<file path="config.mk">
export PLATFORM = sky130hd
export DESIGN_NAME = uart_tx_fifo
export DESIGN_NICKNAME = d
export VERILOG_FILES = /design/src/rtl/uart_tx_fifo.sv
export SDC_FILE = /design/constraint.sdc
export NUM_CORES = 1
export LEC_CHECK = 0
export ABC_AREA = 1
export CORE_MARGIN = 5
export CORE_UTILIZATION = 41
export CTS_CLUSTER_SIZE = 14
export DETAILED_ROUTE_END_ITERATION = 16
export GPL_TIMING_DRIVEN = 0
export SLEW_MARGIN = 20
export SYNTH_ARGS = -nofsm -noshare
export SYNTH_HDL_FRONTEND = slang
export SYNTH_SLANG_ARGS = --single-unit
</file>
<file path="constraint.sdc">
create_clock -name clk -period 2.45 [get_ports clk]
set_input_delay 0.735 -clock clk [delete_from_list [all_inputs] [get_ports clk]]
set_output_delay 0.735 -clock clk [all_outputs]
set_load 0.005 [all_outputs]
</file>
<file path="src/rtl/uart_tx_fifo.sv">
// 8N1 UART transmitter fed by a small byte FIFO; frames are sent LSB first and
// back-to-back while the FIFO holds data.
module uart_tx_fifo #(
    parameter int unsigned CLK_FREQ   = 50_000_000,
    parameter int unsigned BAUD       = 115200,
    parameter int unsigned FIFO_DEPTH = 4
) (
    input  logic       clk,
    input  logic       rst_n,
    input  logic [7:0] din,
    input  logic       tx_en,
    output logic       tx_rdy,
    output logic       tx,
    output logic       busy,
    output logic       ovf
);

    localparam int unsigned DIV   = CLK_FREQ / BAUD;
    localparam int unsigned CNT_W = (DIV > 1) ? $clog2(DIV) : 1;
    localparam int unsigned PTR_W = $clog2(FIFO_DEPTH);

    typedef enum logic [1:0] {IDLE, START, DATA, STOP} state_t;

    state_t             state_q, state_d;
    logic [CNT_W-1:0]   cnt_q, cnt_d;
    logic [2:0]         idx_q, idx_d;
    logic [7:0]         shift_q, shift_d;
    logic               tx_q, tx_d;
    logic [PTR_W-1:0]   wr_ptr_q, wr_ptr_d;
    logic [PTR_W-1:0]   rd_ptr_q, rd_ptr_d;
    logic [PTR_W:0]     count_q, count_d;
    logic [7:0]         mem_q [FIFO_DEPTH];

    logic full, empty, push, pop, bit_end;

    always_comb begin
        full    = (count_q == (PTR_W+1)'(FIFO_DEPTH));
        empty   = (count_q == '0);
        push    = tx_en & ~full;
        bit_end = (cnt_q == CNT_W'(DIV - 1));
    end

    // State register
    always_ff @(posedge clk or negedge rst_n) begin
        if (!rst_n) begin
            state_q  <= IDLE;
            cnt_q    <= '0;
            idx_q    <= '0;
            shift_q  <= '0;
            tx_q     <= 1'b1;
            wr_ptr_q <= '0;
            rd_ptr_q <= '0;
            count_q  <= '0;
        end else begin
            state_q  <= state_d;
            cnt_q    <= cnt_d;
            idx_q    <= idx_d;
            shift_q  <= shift_d;
            tx_q     <= tx_d;
            wr_ptr_q <= wr_ptr_d;
            rd_ptr_q <= rd_ptr_d;
            count_q  <= count_d;
        end
    end

    always_ff @(posedge clk) begin
        if (push) mem_q[wr_ptr_q] <= din;
    end

    // Next-state logic; a pop happens on leaving IDLE or at the end of STOP
    always_comb begin
        state_d = state_q;
        pop     = 1'b0;
        case (state_q)
            IDLE: begin
                if (!empty) begin
                    state_d = START;
                    pop     = 1'b1;
                end
            end
            START: if (bit_end) state_d = DATA;
            DATA:  if (bit_end && idx_q == 3'd7) state_d = STOP;
            STOP: begin
                if (bit_end) begin
                    if (!empty) begin
                        state_d = START;
                        pop     = 1'b1;
                    end else begin
                        state_d = IDLE;
                    end
                end
            end
            default: state_d = IDLE;
        endcase

        cnt_d = (state_q == IDLE || bit_end) ? '0 : cnt_q + 1'b1;

        shift_d = shift_q;
        if (pop) shift_d = mem_q[rd_ptr_q];
        else if (state_q == DATA && bit_end) shift_d = {1'b0, shift_q[7:1]};

        idx_d = idx_q;
        if (state_q == START) idx_d = '0;
        else if (state_q == DATA && bit_end) idx_d = idx_q + 1'b1;

        wr_ptr_d = wr_ptr_q + PTR_W'(push);
        rd_ptr_d = rd_ptr_q + PTR_W'(pop);
        count_d  = count_q;
        case ({push, pop})
            2'b10:   count_d = count_q + 1'b1;
            2'b01:   count_d = count_q - 1'b1;
            default: count_d = count_q;
        endcase
    end

    // Outputs; tx is registered from the next state so it never glitches
    always_comb begin
        case (state_d)
            START:   tx_d = 1'b0;
            DATA:    tx_d = shift_d[0];
            default: tx_d = 1'b1;
        endcase
        tx     = tx_q;
        tx_rdy = ~full;
        busy   = (state_q != IDLE) | ~empty;
        ovf    = tx_en & full;
    end

endmodule

</file>
* After elaboration in Yosys (flattened, before gate mapping)
Memories as Yosys holds them, arrays and structs flattened.
Index checks and enable logic that the tools add are counted.
Widths: inputs -> output; s select.
** Operators by class
- $add $sub $neg :: 6
- Bitwise operators :: 5
- Multiplexer cells :: 18
- Reductions and logical operators :: 9
- Eq/ne operators :: 10
** Operators with widths (number)
- $mux 8 :: 2
- $add 9x1->9 const B :: 1
- $eq 9x9->1 const B :: 1
- $mux 9 :: 1
- $eq 2x2->1 const B :: 4
- $mux 2 :: 4
- $pmux 2 s4 :: 1
- $reduce_bool 2->1 :: 4
- $add 3x1->3 const B :: 2
- $eq 2x1->1 const B :: 3
- $eq 3x3->1 const B :: 2
- $mux 3 :: 2
- $pmux 3 s2 :: 1
- $mux 1 :: 5
- $add 2x1->2 :: 2
- $pmux 1 s2 :: 2
- $logic_not 3->1 :: 1
- $sub 3x1->3 const B :: 1
- $and 1x1->1 :: 2
- $logic_and 1x1->1 :: 2
- $logic_not 2->1 :: 1
- $not 1->1 :: 2
- $logic_or 1x1->1 :: 1
- $or 1x1->1 :: 1
** Word-level totals
- Logic and storage cells :: 58
- RAM bits :: 32
- Register bits :: 30
- Output and inout bits :: 4
- Memories kept :: 1
** Memory list
- mem_q :: words 4, bits a word 8, read ports 1, clocked after Yosys merged registers in 0, wr ports 1, line 32 : logic [7:0] mem_q [FIFO_DEPTH];

* Logic depth before layout (Yosys ltp)
Gate-level depths: netlist of run 1.
- Depth in word-level cells :: 6
- Depth in mapped cells :: 14
- Mapped depth without buffers :: 14

* Worst setup path before layout of run 1
Ideal clock, no wire load.
- Path kind :: input-to-reg
- Start :: input port tx_en
- End :: memory mem_q[0][0], enable pin
- Stages on the path :: 2
- Arrival time :: 1.466 ns
- Slack :: 0.600 ns
- Data required time :: 2.067 ns
- Path buffers :: 0
- Library setup time :: 0.383 ns
- Cell sequence :: nand2_1 -> nor3_1
** Between the ends
- Cells in the longest elaborated chain, start to end :: 3
** RTL lines
- from (decl) :: line 11 : input logic tx_en,
- $and 1x1->1 :: line 39 : push = tx_en & ~full;
- $mux 1 :: line 67 : if (push) mem_q[wr_ptr_q] <= din;
- $mux 1 (implied by the code) :: line 67
- to (decl) :: line 32
No other way between the ends.

* Final worst setup path of run 1
- Start :: register count_q[1]
- End :: output port busy
** Between the ends
- Cells in the longest elaborated chain, start to end :: 3
** RTL lines
- from (decl) :: line 31 : logic [PTR_W:0] count_q, count_d;
- from (signal assigned) :: line 62 : count_q <= count_d;
- $logic_not 3->1 :: line 38 : empty = (count_q == '0);
- $not 1->1 :: line 125 : busy = (state_q != IDLE) | ~empty;
- $or 1x1->1 :: line 125
- to (decl) :: line 14 : output logic busy,
No other way between the ends.

==> results of run 1 <==
[where the power goes]
group / internal (mW) / total (mW) / switching, mW
clock: 0.388 / 0.845 / 0.458
sequential: 1.41 / 1.55 / 0.142
combinational: 0.526 / 1.46 / 0.937
[area by class of cell]
| type | instances | area (um^2) |
|---|---|---|
| Fill cell | 637 | 3440 |
| Clock inverter | 7 | 62.6 |
| Multi-Input combinational cell | 188 | 1030 |
| Timing Repair Buffer | 16 | 149 |
| Buffer | 6 | 36.3 |
| Clock buffer | 9 | 124 |
| Inverter | 32 | 120 |
| Sequential cell | 62 | 1710 |
| Tap cell | 96 | 120 |
[worst max path at each step]
| stage | startpoint | end | slack [ns] | cells after the start |
|---|---|---|---|---|
| after detailed placement | tx_en | ovf | -0.13 | 4 |
| after global routing | count_q[1] | busy | -0.03 | 5 |
| after floorplan | tx_en | mem_q[0][0] | 0.60 | 2 |
| after CTS | count_q[1] | busy | 0.03 | 5 |
| after global placement | tx_en | mem_q[0][7] | -0.44 | 3 |
| final | count_q[1] | busy | 0.07 | 5 |
[critical path, cell delays in order, from the launching register on]
cell             delay [ns]
dfrtp_1                0.43
nor2_2                 0.16
nand2_1                0.12
inv_1                  0.11
nand2_1                0.06
clkdlybuf4s50_1        0.44
[logic make-up (layout without fill, tap and decap cells)]
| kind of cell | Yosys count | in the layout | synth area share [%] |
|---|---|---|---|
| and+or+nand+nor | 142 | 142 | 22.3 |
| DFF | 62 | 62 | 59.6 |
| adders and majority gates | 11 | 11 | 5.05 |
| buffers and inverters | 38 | 70 | 5.44 |
| xor gates and xnor gates | 4 | 4 | 1.22 |
| AOI/OAI and AO/OA | 31 | 31 | 6.36 |
[routing by layer]
metal	part of all wire (%)	GRT usage, %
met5	0	0
met1	47	16.3
met4	1.8	6.62
met3	2.9	3.21
met2	48	20.9
[cell usage after synthesis, types with 4 or more instances]
cell / instances / share of area [%]
nand2_1: 57 / 7.4
edfxtp_1: 32 / 33
nand3_1: 30 / 5.2
nor2_1: 30 / 3.9
dfrtp_1: 29 / 25
inv_1: 29 / 3.8
o21ai_0: 17 / 3.0
ha_1: 10 / 4.4
nor3_1: 9 / 1.6
o22ai_1: 8 / 1.7
a21oi_1: 4 / 0.70
nand2_2: 4 / 0.87
nor2_2: 4 / 0.87
xor2_1: 4 / 1.2
[sequential cells by signal, summed over array words and instances (netlist names)]
signal,flops
mem_q,32
cnt_q,9
shift_q,8
count_q,3
idx_q,3
rd_ptr_q,2
state_q,2
wr_ptr_q,2
tx,1
[per-stage QoR]
step | setup TNS (ns) | util, % | cells
floorplan | 0 | - | 288
global placement | -13.60 | 46.1 | 398
detailed placement | -0.601 | 46.4 | 398
CTS | 0 | 49.1 | 414
global route | -0.0327 | 49.3 | 416
finish | 0 | 49.3 | 416
[what timing repair did]
item,4_1_cts,5_1_grt
gates cloned,0,0
buffers inserted,0,2
endpoints found under the setup margin,1,1
resized for setup,1,1
==> metrics, run 1 <==
Leak=1.47 nW; Die X=93.7 um; CTS tree=built; part of the cycle the worst path needs=97.0%; r2r worst-path depth=8; Clock Sinks=62; antenna-violating nets left=0; Slew @ Worst Pin=0.792 ns; grt total ovfl=0; commonest non-fill, non-tap cells in the layout=nand2_1 (57), edfxtp_1 (32), nand3_1 (30); Ant. Diodes=0; DRT Pass-1 Iters=4; Routed WL=5190 um; GRT Total Usage=13.0%; H-Tree Depth=3; DRC Markers=0; vias in the first global route=about 1900; fin crit period=2.38 ns; sequential area share after synthesis=59.6%; DPL Wire Length=approximately 3600 um; Syn Area/Cell=9.98 um^2; worst vdd ir=0.448 mV; Design Power=3.86 mW; pre-CTS setup slack=-0.131 ns; row count=30; Yosys reg bits=between 60 and 70; Worst setup EP type=primary output; design area=3350 um^2; Area after DPL=3150 um^2; post-synthesis cell area=2870 um^2; Final setup viols=0; RR Endpoint=count_q[1]; FMAX=roughly 420 MHz; drt initial violations=66; kind of start point of the critical path=register; Worst R2R Start=state_q[0]; Die Area=8780 um^2; Clock Tree Root=clkbuf_8; power per cell area=1150 nW/um^2; initial antenna violation count=0; Port Buffers=14; WHS=0.436 ns; Cells after Synth=288; Vias=1963; Worst R2R Setup Slack=0.44 ns; most common cell after layout, fill and taps aside=nand2_1; Slew headroom=a little under half; Clock Latency Late Sink=between 0.3 and 0.4 ns; Synth cell types=27; core footprint=6790 um^2; final hold violations=0; share of flip-flops with an asynchronous set or reset=48.4%; CTS Buf Count=9; wire length per cell=12.5 um; final setup margin=0.0746 ns; Worst Hold Class=in -> async; WS Path Type=reg -> out; EDFF count, synth=32; cts hold-fix bufs=0; predominant post-synthesis flop cell=edfxtp_1; Ports=15; CP required=1.71 ns; Initial Util=a little over two fifths; synth warn=0; first-pass GRT wire length=8760 um; critical path fanouts, max=3; area growth from synthesis to layout=16.6%; Nets=337; Max Cap Viol=0; CTS max path bufs=2; Synthesized Nets=310; pin count of the biggest net entering global routing=31; status=complete, no violations; critical path arrival=around 1.6 ns; fraction of layout cells with a size suffix above 1=14.4%; Placer Congestion=0.744; Max Clock Skew=0.00663 ns; Die Y=93.7 um; Clock Pin Slew Worst Setup and Hold Paths=approximately 0.08 ns; vias per std cell=roughly 4.7; Slew Limit Fails=0
Note: power is estimated with default switching activity, not from simulation.
==> run 2: changes to the inputs <==
--- a/config.mk
+++ b/config.mk
@@ -6,7 +6,7 @@
 export NUM_CORES = 1
 export LEC_CHECK = 0
 export ABC_AREA = 1
-export CORE_MARGIN = 5
+export CORE_MARGIN = 2
 export CORE_UTILIZATION = 41
 export CTS_CLUSTER_SIZE = 14
 export DETAILED_ROUTE_END_ITERATION = 16
==> constraint.sdc (replaced) <==
create_clock -name clk -period 2.46 [get_ports clk]
set_input_delay 0.738 -clock clk [delete_from_list [all_inputs] [get_ports clk]]
set_output_delay 0.738 -clock clk [all_outputs]
set_load 0.005 [all_outputs]
==> metrics, run 2 (synthesized netlist as in run 1, its figures left out) <==
fin crit period=about 2.4 ns; WHS=0.446 ns (+0.00931 ns); status=complete, no violations; antenna-violating nets left=0 (unchanged); Clock Latency Late Sink=0.33 ns (about the same); Worst Hold Class=in -> async; Slew Limit Fails=0 (unchanged); r2r worst-path depth=8 (unchanged); Slew @ Worst Pin=0.807 ns (+0.0154 ns); Vias=1957 (-0.31%); Clock Pin Slew Worst Setup and Hold Paths=0.07 ns (about the same); Routed WL=5250 um (+1.1%); CTS Buf Count=9 (unchanged); Die X=87.7 um (-6.4%); Port Buffers=14 (unchanged); commonest non-fill, non-tap cells in the layout=nand2_1 (56), edfxtp_1 (32), nand3_1 (30); first-pass GRT wire length=8930 um (+1.9%); FMAX=423 MHz; final std cells w/o fill=418 (+0.48%); Die Area=7700 um^2 (-12%); final hold violations=0 (unchanged); H-Tree Depth=3 (unchanged); CTS max path bufs=2 (unchanged); final core utilization=49.2% (-0.11 points); Design Power=3.77 mW (-2.2%); M1 WL=2460 um (+0.94%); critical path arrival=1.63 ns (about the same); Nets=340 (+0.89%); vias per std cell=4.68 (-0.78%); Max Clock Skew=0.00603 ns (-0.000608 ns); Largest Register=mem_q; row count=30 (unchanged); WS Path Type=reg -> out; unrepaired setup endpoints after global routing=no; core footprint=6790 um^2 (unchanged); Ports=15 (unchanged); DRC Markers=0 (unchanged); filler cell count=639 (+0.31%); part of the cycle the worst path needs=96.1%; Slew headroom=45.9% (-1.0 points); Initial Util=42.3% (unchanged); Max Cap Viol=0 (unchanged); power per cell area=1130 nW/um^2 (-2.0%); DRT Pass-1 Iters=4 (unchanged); met3 wire length=142 um (-6.6%); Placer Congestion=0.821 (+10%); Clock Tree Root=clkbuf_8; met2 WL=2540 um (+1.4%); CTS tree=built; fraction of layout cells with a size suffix above 1=14.6% (+0.22 points); most common cell after layout, fill and taps aside=nand2_1; Worst setup EP type=primary output; initial antenna violation count=0 (unchanged); Ant. Diodes=0 (unchanged); Leak=1.47 nW (+0.13%); Die Y=87.7 um (-6.4%); drt initial violations=72 (+9.1%); max FFs per register=32 (unchanged); area growth from synthesis to layout=16.4%; wire length per cell=12.6 um (+0.61%); Clock Sinks=62 (unchanged); Post-Place Cells=398 (unchanged); kind of start point of the critical path=register; top layer reached by signal wires=met4; design area=3340 um^2 (-0.22%); Final setup viols=0 (unchanged); CP required=1.72 ns (about the same); vias in the first global route=1942 (+2.9%); worst vdd ir=0.449 mV (+0.16%); critical path fanouts, max=4 (+1); grt total ovfl=0 (unchanged); pin count of the biggest net entering global routing=31 (unchanged); Largest regs=mem_q x32, cnt_q x9, shift_q x8; Area after DPL=3150 um^2 (unchanged); DPL Wire Length=3530 um (-2.1%); GRT Total Usage=15.5% (+2.5 points)
==> run 2: cell count changes in the layout (fill, tap and decap cells not counted), sizes merged <==
| cell | change |
|---|---|
| buf | +3 |
| clkinv | +3 |
| inv | -4 |
==> run 2: final timing paths <==
| kind | from | to | slack, ns |
|---|---|---|---|
| max | state_q[1] | busy | 0.1 |
| min | rst_n | cnt_q[8] | 0.45 |
| max reg2reg | state_q[1] | count_q[1] | 0.45 |
| min reg2reg | idx_q[1] | idx_q[1] | 0.49 |
| max in group asynchronous | rst_n | rd_ptr_q[1] | 1.57 |
| min in group clk | idx_q[1] | idx_q[1] | 0.49 |
==> run 2: metal layers <==
metal | vias to the layer above | global-route usage [%]
met2 | 20 | 24.9
met1 | 906 | 19.5
li1 | 1021 | -
met4 | 0 | 7.55
met3 | 10 | 3.96
met5 | - | 0
==> run 2: worst max-delay path: stages, from the launching register on <==
cell and delay (ns):
dfrtp_1 0.40, inv_1 0.11, ha_1 0.21, nand2_1 0.08
clkdlybuf4s50_1 0.49
==> run 2: repair_timing <==
action                     4_1_cts  5_1_grt
buffers inserted                 0        5
setup endpoints to repair        1        1
gates resized for setup          1        2
hold endpoints to repair         0        0
hold buffers                     0        0
cloned                           0        0
pin swaps                        0        1
==> run 2: final cells by class <==
type                       count  area, um^2  share of cell area [%]
inverter                      32         120                    3.59
tap                           96         120                    3.59
multi-input combinational    188        1030                    30.8
sequential                    62        1710                    51.2
clock inverter                 6        30.0                   0.898
timing repair buffer          19         171                    5.13
clock buffer                   9         124                    3.70
buffer                         6        36.3                    1.08
==> run 2: through the flow <==
stage / TNS, ns / worst slack [ns]
2_1_floorplan: 0 / 0.607
3_3_place_gp: -11.86 / -0.452
3_5_place_dp: -0.452 / -0.127
4_1_cts: 0 / 0.0612
5_1_grt: 0 / 0.0150
6_report: 0 / 0.0956
==> run 2: where the power goes <==
| part | internal (mW) | switching [mW] | total, mW |
|---|---|---|---|
| Clock | 0.347 | 0.382 | 0.728 |
| Sequential | 1.40 | 0.137 | 1.54 |
| Combinational | 0.555 | 0.950 | 1.51 |
